==> config.mk <==
export PLATFORM = sky130hd
export DESIGN_NAME = msk_shift_loader
export DESIGN_NICKNAME = d
export VERILOG_FILES = /design/src/rtl/msk_loader_pkg.sv /design/src/rtl/msk_word_reg_en.sv /design/src/rtl/msk_shift_loader.sv
export SDC_FILE = /design/constraint.sdc
export NUM_CORES = 1
export LEC_CHECK = 0
export CORE_ASPECT_RATIO = 0.7
export CORE_MARGIN = 1
export CORE_UTILIZATION = 38
export CTS_CLUSTER_DIAMETER = 120
export DETAILED_ROUTE_END_ITERATION = 16
export PLACE_DENSITY = 0.74
export SLEW_MARGIN = 20
export SYNTH_ARGS = -nofsm -noshare
export SYNTH_HDL_FRONTEND = slang
export SYNTH_SLANG_ARGS = --single-unit
==> constraint.sdc <==
create_clock -name clk -period 4.2 [get_ports clk]
set_clock_uncertainty 0.15 [all_clocks]
set_input_delay 0.63 -clock clk [delete_from_list [all_inputs] [get_ports clk]]
set_output_delay 0.63 -clock clk [all_outputs]
set_load 0.1 [all_outputs]
==> src/rtl/msk_loader_pkg.sv <==
// Shared types and index helpers for the masked shift loader.
package msk_loader_pkg;

    typedef enum logic {
        FILL = 1'b0,
        FULL = 1'b1
    } loader_state_t;

    // Width of a counter that can hold the values 0..words.
    function automatic int cnt_w(input int words);
        return $clog2(words + 1);
    endfunction

    // LSB position of word k inside a flattened shared block.
    function automatic int word_lsb(input int k, input int width, input int shares);
        return k * width * shares;
    endfunction

endpackage

==> src/rtl/msk_word_reg_en.sv <==
// One word of masked share registers. Each share bit stays in its own lane;
// the register simply holds its value whenever en is low.
module msk_word_reg_en #(
    parameter int d     = 2,
    parameter int WIDTH = 8
) (
    input  logic                 clk,
    input  logic                 en,
    input  logic [WIDTH*d-1:0]   in,
    output logic [WIDTH*d-1:0]   out
);

    // Load the whole shared word when enabled, otherwise hold.
    always_ff @(posedge clk) begin
        if (en) begin
            out <= in;
        end
    end

endmodule

==> src/rtl/msk_shift_loader.sv <==
// Masked input loader: shifts shared words into a bank of enable-gated
// registers and presents the full block with a valid/ready handshake.
// Optional build macro MSK_LOADER_CLEAR_EN zeroes the share registers on
// reset and after each consumed block so no stale shares linger.
module msk_shift_loader
    import msk_loader_pkg::*;
#(
    parameter int d     = 2,
    parameter int WIDTH = 8,
    parameter int WORDS = 4
) (
    input  logic                       clk,
    input  logic                       rst,
    input  logic                       in_valid,
    output logic                       in_ready,
    input  logic [WIDTH*d-1:0]         in_data,
    output logic                       out_valid,
    input  logic                       out_ready,
    output logic [WORDS*WIDTH*d-1:0]   out_data,
    output logic                       busy
);

    localparam int CNT_W = cnt_w(WORDS);
    localparam int WW    = WIDTH * d;

    loader_state_t    state;
    logic [CNT_W-1:0] cnt;
    logic             accept;
    logic             out_hs;
    logic [WW-1:0]    slot_q [WORDS];

    assign in_ready = (state == FILL) | out_ready;
    assign accept   = in_valid & in_ready;
    assign out_hs   = (state == FULL) & out_ready;

    // Fill/full control: counts accepted words, raises out_valid once the
    // bank is full, and lets a consume overlap with the next block's first word.
    always_ff @(posedge clk) begin
        if (rst) begin
            state     <= FILL;
            cnt       <= '0;
            out_valid <= 1'b0;
            busy      <= 1'b0;
        end else begin
            case (state)
                FILL: begin
                    if (accept) begin
                        busy <= 1'b1;
                        if (cnt == CNT_W'(WORDS - 1)) begin
                            state     <= FULL;
                            cnt       <= '0;
                            out_valid <= 1'b1;
                        end else begin
                            cnt <= cnt + 1'b1;
                        end
                    end
                end
                FULL: begin
                    if (out_hs) begin
                        state     <= FILL;
                        out_valid <= 1'b0;
                        if (accept) begin
                            cnt  <= CNT_W'(1);
                            busy <= 1'b1;
                        end else begin
                            cnt  <= '0;
                            busy <= 1'b0;
                        end
                    end
                end
                default: begin
                    state     <= FILL;
                    cnt       <= '0;
                    out_valid <= 1'b0;
                    busy      <= 1'b0;
                end
            endcase
        end
    end

    for (genvar k = 0; k < WORDS; k++) begin : g_slot
        logic [WW-1:0] shift_val;
        logic [WW-1:0] slot_d;
        logic          slot_en;

        if (k == WORDS - 1) begin : g_top
            assign shift_val = in_data;
        end else begin : g_mid
            assign shift_val = slot_q[k+1];
        end

`ifdef MSK_LOADER_CLEAR_EN
        if (k == WORDS - 1) begin : g_clr_top
            assign slot_d = (rst | (out_hs & ~accept)) ? '0 : shift_val;
        end else begin : g_clr_mid
            assign slot_d = (rst | out_hs) ? '0 : shift_val;
        end
        assign slot_en = rst | accept | out_hs;
`else
        assign slot_d  = shift_val;
        assign slot_en = accept & ~rst;
`endif

        msk_word_reg_en #(
            .d     (d),
            .WIDTH (WIDTH)
        ) u_word (
            .clk (clk),
            .en  (slot_en),
            .in  (slot_d),
            .out (slot_q[k])
        );

        assign out_data[word_lsb(k, WIDTH, d) +: WW] = slot_q[k];
    end

endmodule

# After elaboration in Yosys (flattened, before gate mapping)
# Cells that the tools add are included.
[word_totals]
regBits = 70
output_inout_bits = 67
wordCells = 38
[op_classes]
n_addsub = 1
n_eq_ne = 4
n_mux = 17
bitwise = 6
n_reduce_logical = 2
[ops]
columns = ["op", "n"]
rows = [
  ["1-bit 2-to-1 mux", 10],
  ["3-bit 2-to-1 mux", 3],
  ["1-bit one-hot mux with 2 select lines", 3],
  ["3-bit one-hot mux with 2 select lines", 1],
  ["2-bit by 1-bit inequality test with 1-bit output (second input constant)", 2],
  ["3-bit by 1-bit adder with 3-bit output (second input constant)", 1],
  ["1-bit bitwise AND", 3],
  ["3-bit by 2-bit == test with 1-bit output (second input constant)", 1],
  ["3-bit AND reduction", 1],
  ["2-bit inequality test (second input constant)", 1],
  ["1-bit inverter", 2],
  ["2-bit AND reduction", 1],
  ["1-bit bitwise OR", 1],
]

# Logic depth before layout (Yosys ltp)
# Gate-level depths: netlist of the first run.
[depth]
ltp_word = 6
depth_mapped = 4
ltp_nobuf = 4

# Cells and area by module
# A second synthesis of the first run with hierarchy kept.
[unflattened]
hier_cells = 94
area_unflattened_um2 = 2187.1
[modules_own_cells]
columns = ["mod", "n_inst", "cells_per_inst", "area_each_um2", "seq_area_each_um2"]
rows = [
  ["msk_word_reg_en", 4, 16, 480.5, 480.5],
  ["msk_shift_loader", 1, 30, 265.3, 120.1],
]

# Least setup slack after synthesis of the first run
# OpenSTA, ideal clock, no wires.
[synth_timing]
path_kind = "input -> register"
startpoint = "input out_ready"
endpoint = "register g_slot[0].u_word.out[0] (enable)"
setup_time_ns = 0.487
arrival_time_ns = 4.279
setup_slack_ns = -0.715
cell_stages = 3
n_path_buf = 0
path_cell_list = "nand2b_1 > nand2_1 > nor2_1"
[synth_via]
elab_chain_len = 3
[synth_lines]
columns = ["item", "line", "text"]
rows = [
  ["start: declaration", "msk_shift_loader.sv:18", "input logic out_ready,"],
  ["1-bit bitwise OR", "msk_shift_loader.sv:32", "assign in_ready = (state == FILL) | out_ready;"],
  ["1-bit bitwise AND", "msk_shift_loader.sv:33", "assign accept = in_valid & in_ready;"],
  ["1-bit bitwise AND", "msk_shift_loader.sv:101", "assign slot_en = accept & ~rst;"],
  ["via g_slot[0].slot_en", "msk_shift_loader.sv:84", "logic slot_en;"],
  ["end signal: assignment", "msk_word_reg_en.sv:16", "out <= in;"],
  ["end: declaration", "msk_word_reg_en.sv:10", "output logic [WIDTH*d-1:0] out"],
]
# The timed path passes the listed nets, and every way through them passes these cells.
# A chain may end at the register's enable or synchronous reset.

# Final worst setup path of the first run
[layout_timing]
startpoint = "register g_slot[1].u_word.out[8]"
endpoint = "output out_data[24]"
[layout_lines]
columns = ["item", "line", "text"]
rows = [
  ["start: declaration", "msk_word_reg_en.sv:10", ""],
  ["start signal: assignment", "msk_word_reg_en.sv:16", ""],
  ["end: declaration", "msk_shift_loader.sv:19", "output logic [WORDS*WIDTH*d-1:0] out_data,"],
]
# No word-level cell between the ends.

==> reports/metrics.yaml, run 1 <==
worstPathArrival_ps: 1850
cp_cell_sequence: "clkdlybuf4s50_1"
synth.distinct_cells: 18
endpoint_kind: "output pin"
die_h_um: 65.57
via_per_inst: 4.524
syn_area_um2: 2193
ctsHoldBuffers: 0
portBuffers: 86
r2r_end: "g_slot[3].u_word.out[0]"
ys_seq_area_share_pct: 93.10
outcome: "completed"
post_cts_buffers: 0
power.density_nw_per_um2: 468.1
yosys.area.top_type: "edfxtp_1"
cp_num_cells: 1
root_buffer: "clkbuf_8"
cp_max_fo: 2
cts_resized: 0
netlist_instances: 93
drt_wl_total_mm: 4.034
timing.fmax_ghz: 0.3796
cap_viol_max_count: 0
grt_max_degree: 65
slowest_delay_ps: 1140
antennaDiodeCount: 0
vdd_drop_max_mv: 0.2608
cts_max_level: 3
io_pins: 87
placedCellCount: 252
synth_top_family_by_area: "simple AND/OR/NAND/NOR gates"
slew_headroom_pct: 33.35
synth-edff-count: 64
dp_hpwl_mm: 2.798
synth_commonest_cells: "64 x edfxtp_1, 6 x dfxtp_1, 3 x nand2_1, 3 x nor2_1"
drive_above_1_share_pct: 9.744
grt_pass1_wl_mm: 6.154
layout.nets: 212
drtIter0Drc: 96
crit_buf_inv: 1
hp-class: "flip-flop to flip-flop"
setup_viol: 0
grt.overflow.total: 0
syn-num-nets: 114
synth_xor_area_share_pct: 0
synth_top_area_share_pct: 87.62
first_pass_iters: 4
cts_num_sinks: 70
die_x_um: 92.81
path_class: "flip-flop to output pin"
clock_latency_ps: 330
synth_area_leaders: "edfxtp_1 88%, dfxtp_1 5.5%, a21oi_2 0.80%, nand3b_1 0.68%, ha_1 0.57%"
r2r_slack_ps: 2260
reg2reg_from: "state"
clk_pin_slew_ps: 70
core-area_um2: 5395
rsz0062_at_grt: "no"
track_usage_pct: 14.40
cp-startpoint: "g_slot[1].u_word.out[8]"
synthArstFlopShare_pct: 0
synth_compound_area_share_pct: 2.054
synth.avg_cell_area_um2: 23.58
rows: 22
synth.most_common_cell: "edfxtp_1"
worstSetupEndpoint: "out_data[24]"
hold_viol: 0
die-area_um2: 6085
seq_area_um2: 2042
p_leak_nw: 1.134
whs_path_depth: 0
cts_tree: "done"
synthAdderAreaFrac_pct: 0.5705
worst_pin_slew_ps: 996.6
synth_flop_cell: "edfxtp_1"
synthMuxAreaShare_pct: 0.4564
crit_slowest_cell: "clkdlybuf4s50_1"
antenna_found_initial: 0
path_delay_family: "buffers and inverters"
syn_to_final_growth_pct: 52.08
fillers: 420
place_area_um2: 3157
finalCritPeriodShare_pct: 62.72
cp.required_ps: 3420
start_util_pct: 40.65
gp_congestion: 0.7935
yosys_warnings: 0
multi_input_area_um2: 155.1
period_minus_slack_ps: 2634
clock_path_buffers: 2
wl_per_cell_um: 15.11
vias: 1208
grt_pass1_vias: 1213
instances_no_fill: 267
worstSetupStartpointType: "flip-flop"
stdcell_area_um2: 3336
maxSlewViolCount: 0
ys_ff_latch: 70
yosys.area_share.simple_pct: 3.651
drc: 0
ant_nets: 0
tns_ps: 0
r2r_cells: 4
cts_buffers: 9
==> layout make-up <==
cell class / instances / share of cell area [%]
Multi-Input combinational cell: 22 / 4.651
Clock inverter: 5 / 1.538
Sequential cell: 70 / 61.22
Tap cell: 72 / 2.701
Clock buffer: 10 / 3.826
Inverter: 1 / 0.1125
Timing Repair Buffer: 87 / 25.96
==> kinds of logic after synthesis <==
family,count (synthesis)
compound gates,6
fa+ha+maj,1
buf+inv,1
flops,70
mux,1
simple gates,14
==> report_power, final <==
group	switching [mW]	total (mW)	internal [mW]
Combinational	0.205	0.264	0.0583
Sequential	0.0127	0.805	0.792
Clock	0.226	0.493	0.267
==> cells in the final DEF (no fill, tap or decap), drive strengths merged, types with 2 or more instances in the layout <==
cell	synthesis	final
a21oi	3	3
buf	0	2
clkbuf	0	10
clkdlybuf4s50	0	85
clkinv	0	3
dfxtp	6	6
edfxtp	64	64
nand2	3	3
nand2b	2	2
nand3b	2	2
nor2	3	3
==> worst min path at each step <==
stage	start	endpoint	slack, ps
after global placement	g_slot[3].u_word.out[6]	g_slot[2].u_word.out[6]	280
after floorplan	cnt[1]	cnt[1]	310
final	g_slot[3].u_word.out[13]	g_slot[2].u_word.out[13]	300
after global routing	g_slot[1].u_word.out[5]	g_slot[0].u_word.out[5]	310
after CTS	g_slot[3].u_word.out[13]	g_slot[2].u_word.out[13]	300
after detailed placement	g_slot[3].u_word.out[13]	g_slot[2].u_word.out[13]	280
==> state kept, by name (all words and copies together), names as in the netlist <==
name	count
cnt	3
g_slot.u_word.out	64
out_valid	1
busy	1
state	1
==> metrics by stage <==
step	utilization (%)	total power, mW	hold slack [ps]	setup slack, ps
CTS	61.83	1.575	296.9	1545
finish	61.83	1.561	295.6	1566
floorplan	-	1.011	307.8	321.2
detailed placement	58.51	1.085	281.3	1441
global route	61.83	1.615	312.8	1519
global placement	58.51	1.080	279.9	1571
==> metal layers <==
metal / share of wire, % / wire, µm / up-vias / global-route usage (%)
met5: 0 / 0 / - / 0
li1: - / - / 558 / -
met2: 50 / 2035 / 58 / 23.07
met1: 40 / 1633 / 588 / 16.23
met3: 8.0 / 321 / 4 / 8.102
met4: 1.1 / 43 / 0 / 5.192
Power figures use the tool's default switching activity.
==> run 2, diff against run 1 <==
clock period = 2.1 ns   (was 4.2 ns; I/O delays follow)
==> reports/metrics.yaml, run 2 (synthesis gave the netlist of run 1 again) <==
outcome: "completed"
drive_above_1_share_pct: 45.69  # +36 points
worstSetupEndpoint: "in_ready"
placedCellCount: 253  # +0.40%
clock_latency_ps: 330  # about the same
vias: 1187  # -1.7%
finalCritPeriodShare_pct: 79.29
wl_per_cell_um: 15.33  # +1.5%
drt_wl_total_mm: 4.125  # +2.3%
cts_tree: "done"
first_pass_iters: 4  # unchanged
drtIter0Drc: 66  # -31%
endpoint_kind: "output pin"
reg_top3: "g_slot.u_word.out: 64 flops, cnt: 3 flops"
seq_area_um2: 2043  # about the same
fillers: 429  # +2.1%
cts_resized: 0  # unchanged
reg2reg_from: "state"
rows: 22  # unchanged
start_util_pct: 40.65  # unchanged
p_comb_share_pct: 16.6  # -0.3 points
rsz0062_at_grt: "no"
die_x_um: 92.81  # unchanged
r2r_slack_ps: 650  # -1610 ps
via_per_inst: 4.413  # -2.5%
p_leak_nw: 1.223  # +7.8%
layout.nets: 213  # +0.47%
dp_hpwl_mm: 3.062  # +9.4%
antennaDiodeCount: 0  # unchanged
intPower_mw: 2.229  # +100%
grt_max_degree: 48  # -26%
period_minus_slack_ps: 1665
worst_pin_slew_ps: 337.4  # -659.2 ps
hold_viol: 0  # unchanged
vdd_drop_max_mv: 0.4357  # +67%
grt_pass1_vias: 1173  # -3.3%
seq_power_share_pct: 51.7  # +0.2 points
cp-startpoint: "out_ready"
grt.overflow.total: 0  # unchanged
clk_pin_slew_ps: 70  # about the same
r2r_cells: 4  # unchanged
worstPathArrival_ps: 1200  # -650 ps
root_buffer: "clkbuf_8"
ctsHoldBuffers: 0  # unchanged
maxSlewViolCount: 0  # unchanged
core-area_um2: 5395  # unchanged
r2r_end: "g_slot[0].u_word.out[12]"
largest_register: "g_slot.u_word.out"
use_met2_pct: 24.82  # +1.7 points
multi_input_area_um2: 165.2  # +6.5%
path_class: "primary input to output pin"
final_cell_mix: "67 x buf_4, 64 x edfxtp_1, 19 x clkdlybuf4s50_1"
hp-class: "flip-flop to flip-flop"
timing.fmax_ghz: 0.6006
slew_headroom_pct: 77.44  # +44 points
ant_nets: 0  # unchanged
final_common_cell: "buf_4"
cp.required_ps: 1630  # -1790 ps
clock_path_buffers: 2  # unchanged
cts_max_level: 3  # unchanged
stdcell_area_um2: 3217  # -3.6%
p_sw_share_pct: 28.46  # about the same
power.share.clock_pct: 31.7  # about the same
grt.met1_usage_pct: 14.83  # -1.4 points
power.density_nw_per_um2: 968.7  # +110%
power_mw: 3.116  # +100%
die-area_um2: 6085  # unchanged
largest_reg_flops: 64  # unchanged
worstSetupStartpointType: "primary input"
die_h_um: 65.57  # unchanged
gp_congestion: 0.8354  # +5.3%
place_area_um2: 3035  # -3.8%
cp_max_fo: 4  # +2
syn_to_final_growth_pct: 46.66
instances_no_fill: 269  # +0.75%
portBuffers: 86  # unchanged
post_cts_buffers: 0  # unchanged
drc: 0  # unchanged
io_pins: 87  # unchanged
track_usage_pct: 14.09  # -0.31 points
busiest_layer: "met2"
cts_num_sinks: 70  # unchanged
grt_pass1_wl_mm: 6.065  # -1.4%
use_met3_pct: 6.829  # -1.3 points
switching_power_mw: 0.8869  # +100%
cap_viol_max_count: 0  # unchanged
setup_viol: 0  # unchanged
antenna_found_initial: 0  # unchanged
cts_buffers: 9  # unchanged
==> run 2: changes by cell type in the layout (fill, tap and decap cells not counted), sizes merged <==
cell / before / now
clkinv: 3 / 4
clkinvlp: 1 / 0
buf: 2 / 69
clkbuf: 10 / 11
clkdlybuf4s50: 85 / 19
==> run 2: worst min path at each step <==
stage | start | endpoint | cells after the start
2_1_floorplan | rst | state | 1
3_3_place_gp | g_slot[3].u_word.out[11] | g_slot[2].u_word.out[11] | 0
3_5_place_dp | g_slot[3].u_word.out[4] | g_slot[2].u_word.out[4] | 0
4_1_cts | g_slot[3].u_word.out[4] | g_slot[2].u_word.out[4] | 0
5_1_grt | g_slot[2].u_word.out[11] | g_slot[1].u_word.out[11] | 0
6_report | g_slot[3].u_word.out[4] | g_slot[2].u_word.out[4] | 0
==> run 2: final cells by class <==
| cell class | count | share of cell area [%] |
|---|---|---|
| tap | 72 | 2.800 |
| multi-input combinational | 22 | 5.134 |
| sequential | 70 | 63.52 |
| timing repair buffer | 88 | 22.79 |
| clock inverter | 5 | 1.556 |
| clock buffer | 11 | 4.084 |
| inverter | 1 | 0.1167 |
==> run 2: power groups by stage <==
stage	Clock (mW)	Sequential, mW	Combinational [mW]
finish	0.988	1.61	0.517
global route	1.07	1.62	0.528
CTS	1.01	1.61	0.519
detailed placement	0	1.64	0.519
global placement	0	1.64	0.514
floorplan	0	1.99	0.0330
==> run 2: stage by stage <==
step           utilization [%]  TNS, ps  hold slack, ps  setup WS (ps)
4_1_cts                  59.62        0           301.4          440.4
3_3_place_gp             56.26        0           282.5          177.1
6_report                 59.62        0           300.6          434.9
3_5_place_dp             56.26        0           285.9          128.0
5_1_grt                  59.62        0           303.5          403.4
2_1_floorplan                -   -11570           220.1         -180.7
==> run 2: metal layers <==
metal	share of wire [%]	vias to the layer above
li1	-	564
met4	0.82	0
met3	6.0	4
met5	0	-
met1	38	578
met2	55	41
==> run 2: worst max-delay path, cell delays in order <==
cell and delay, ps:
clkdlybuf4s50_1 520, nand2b_4 180, buf_12 180
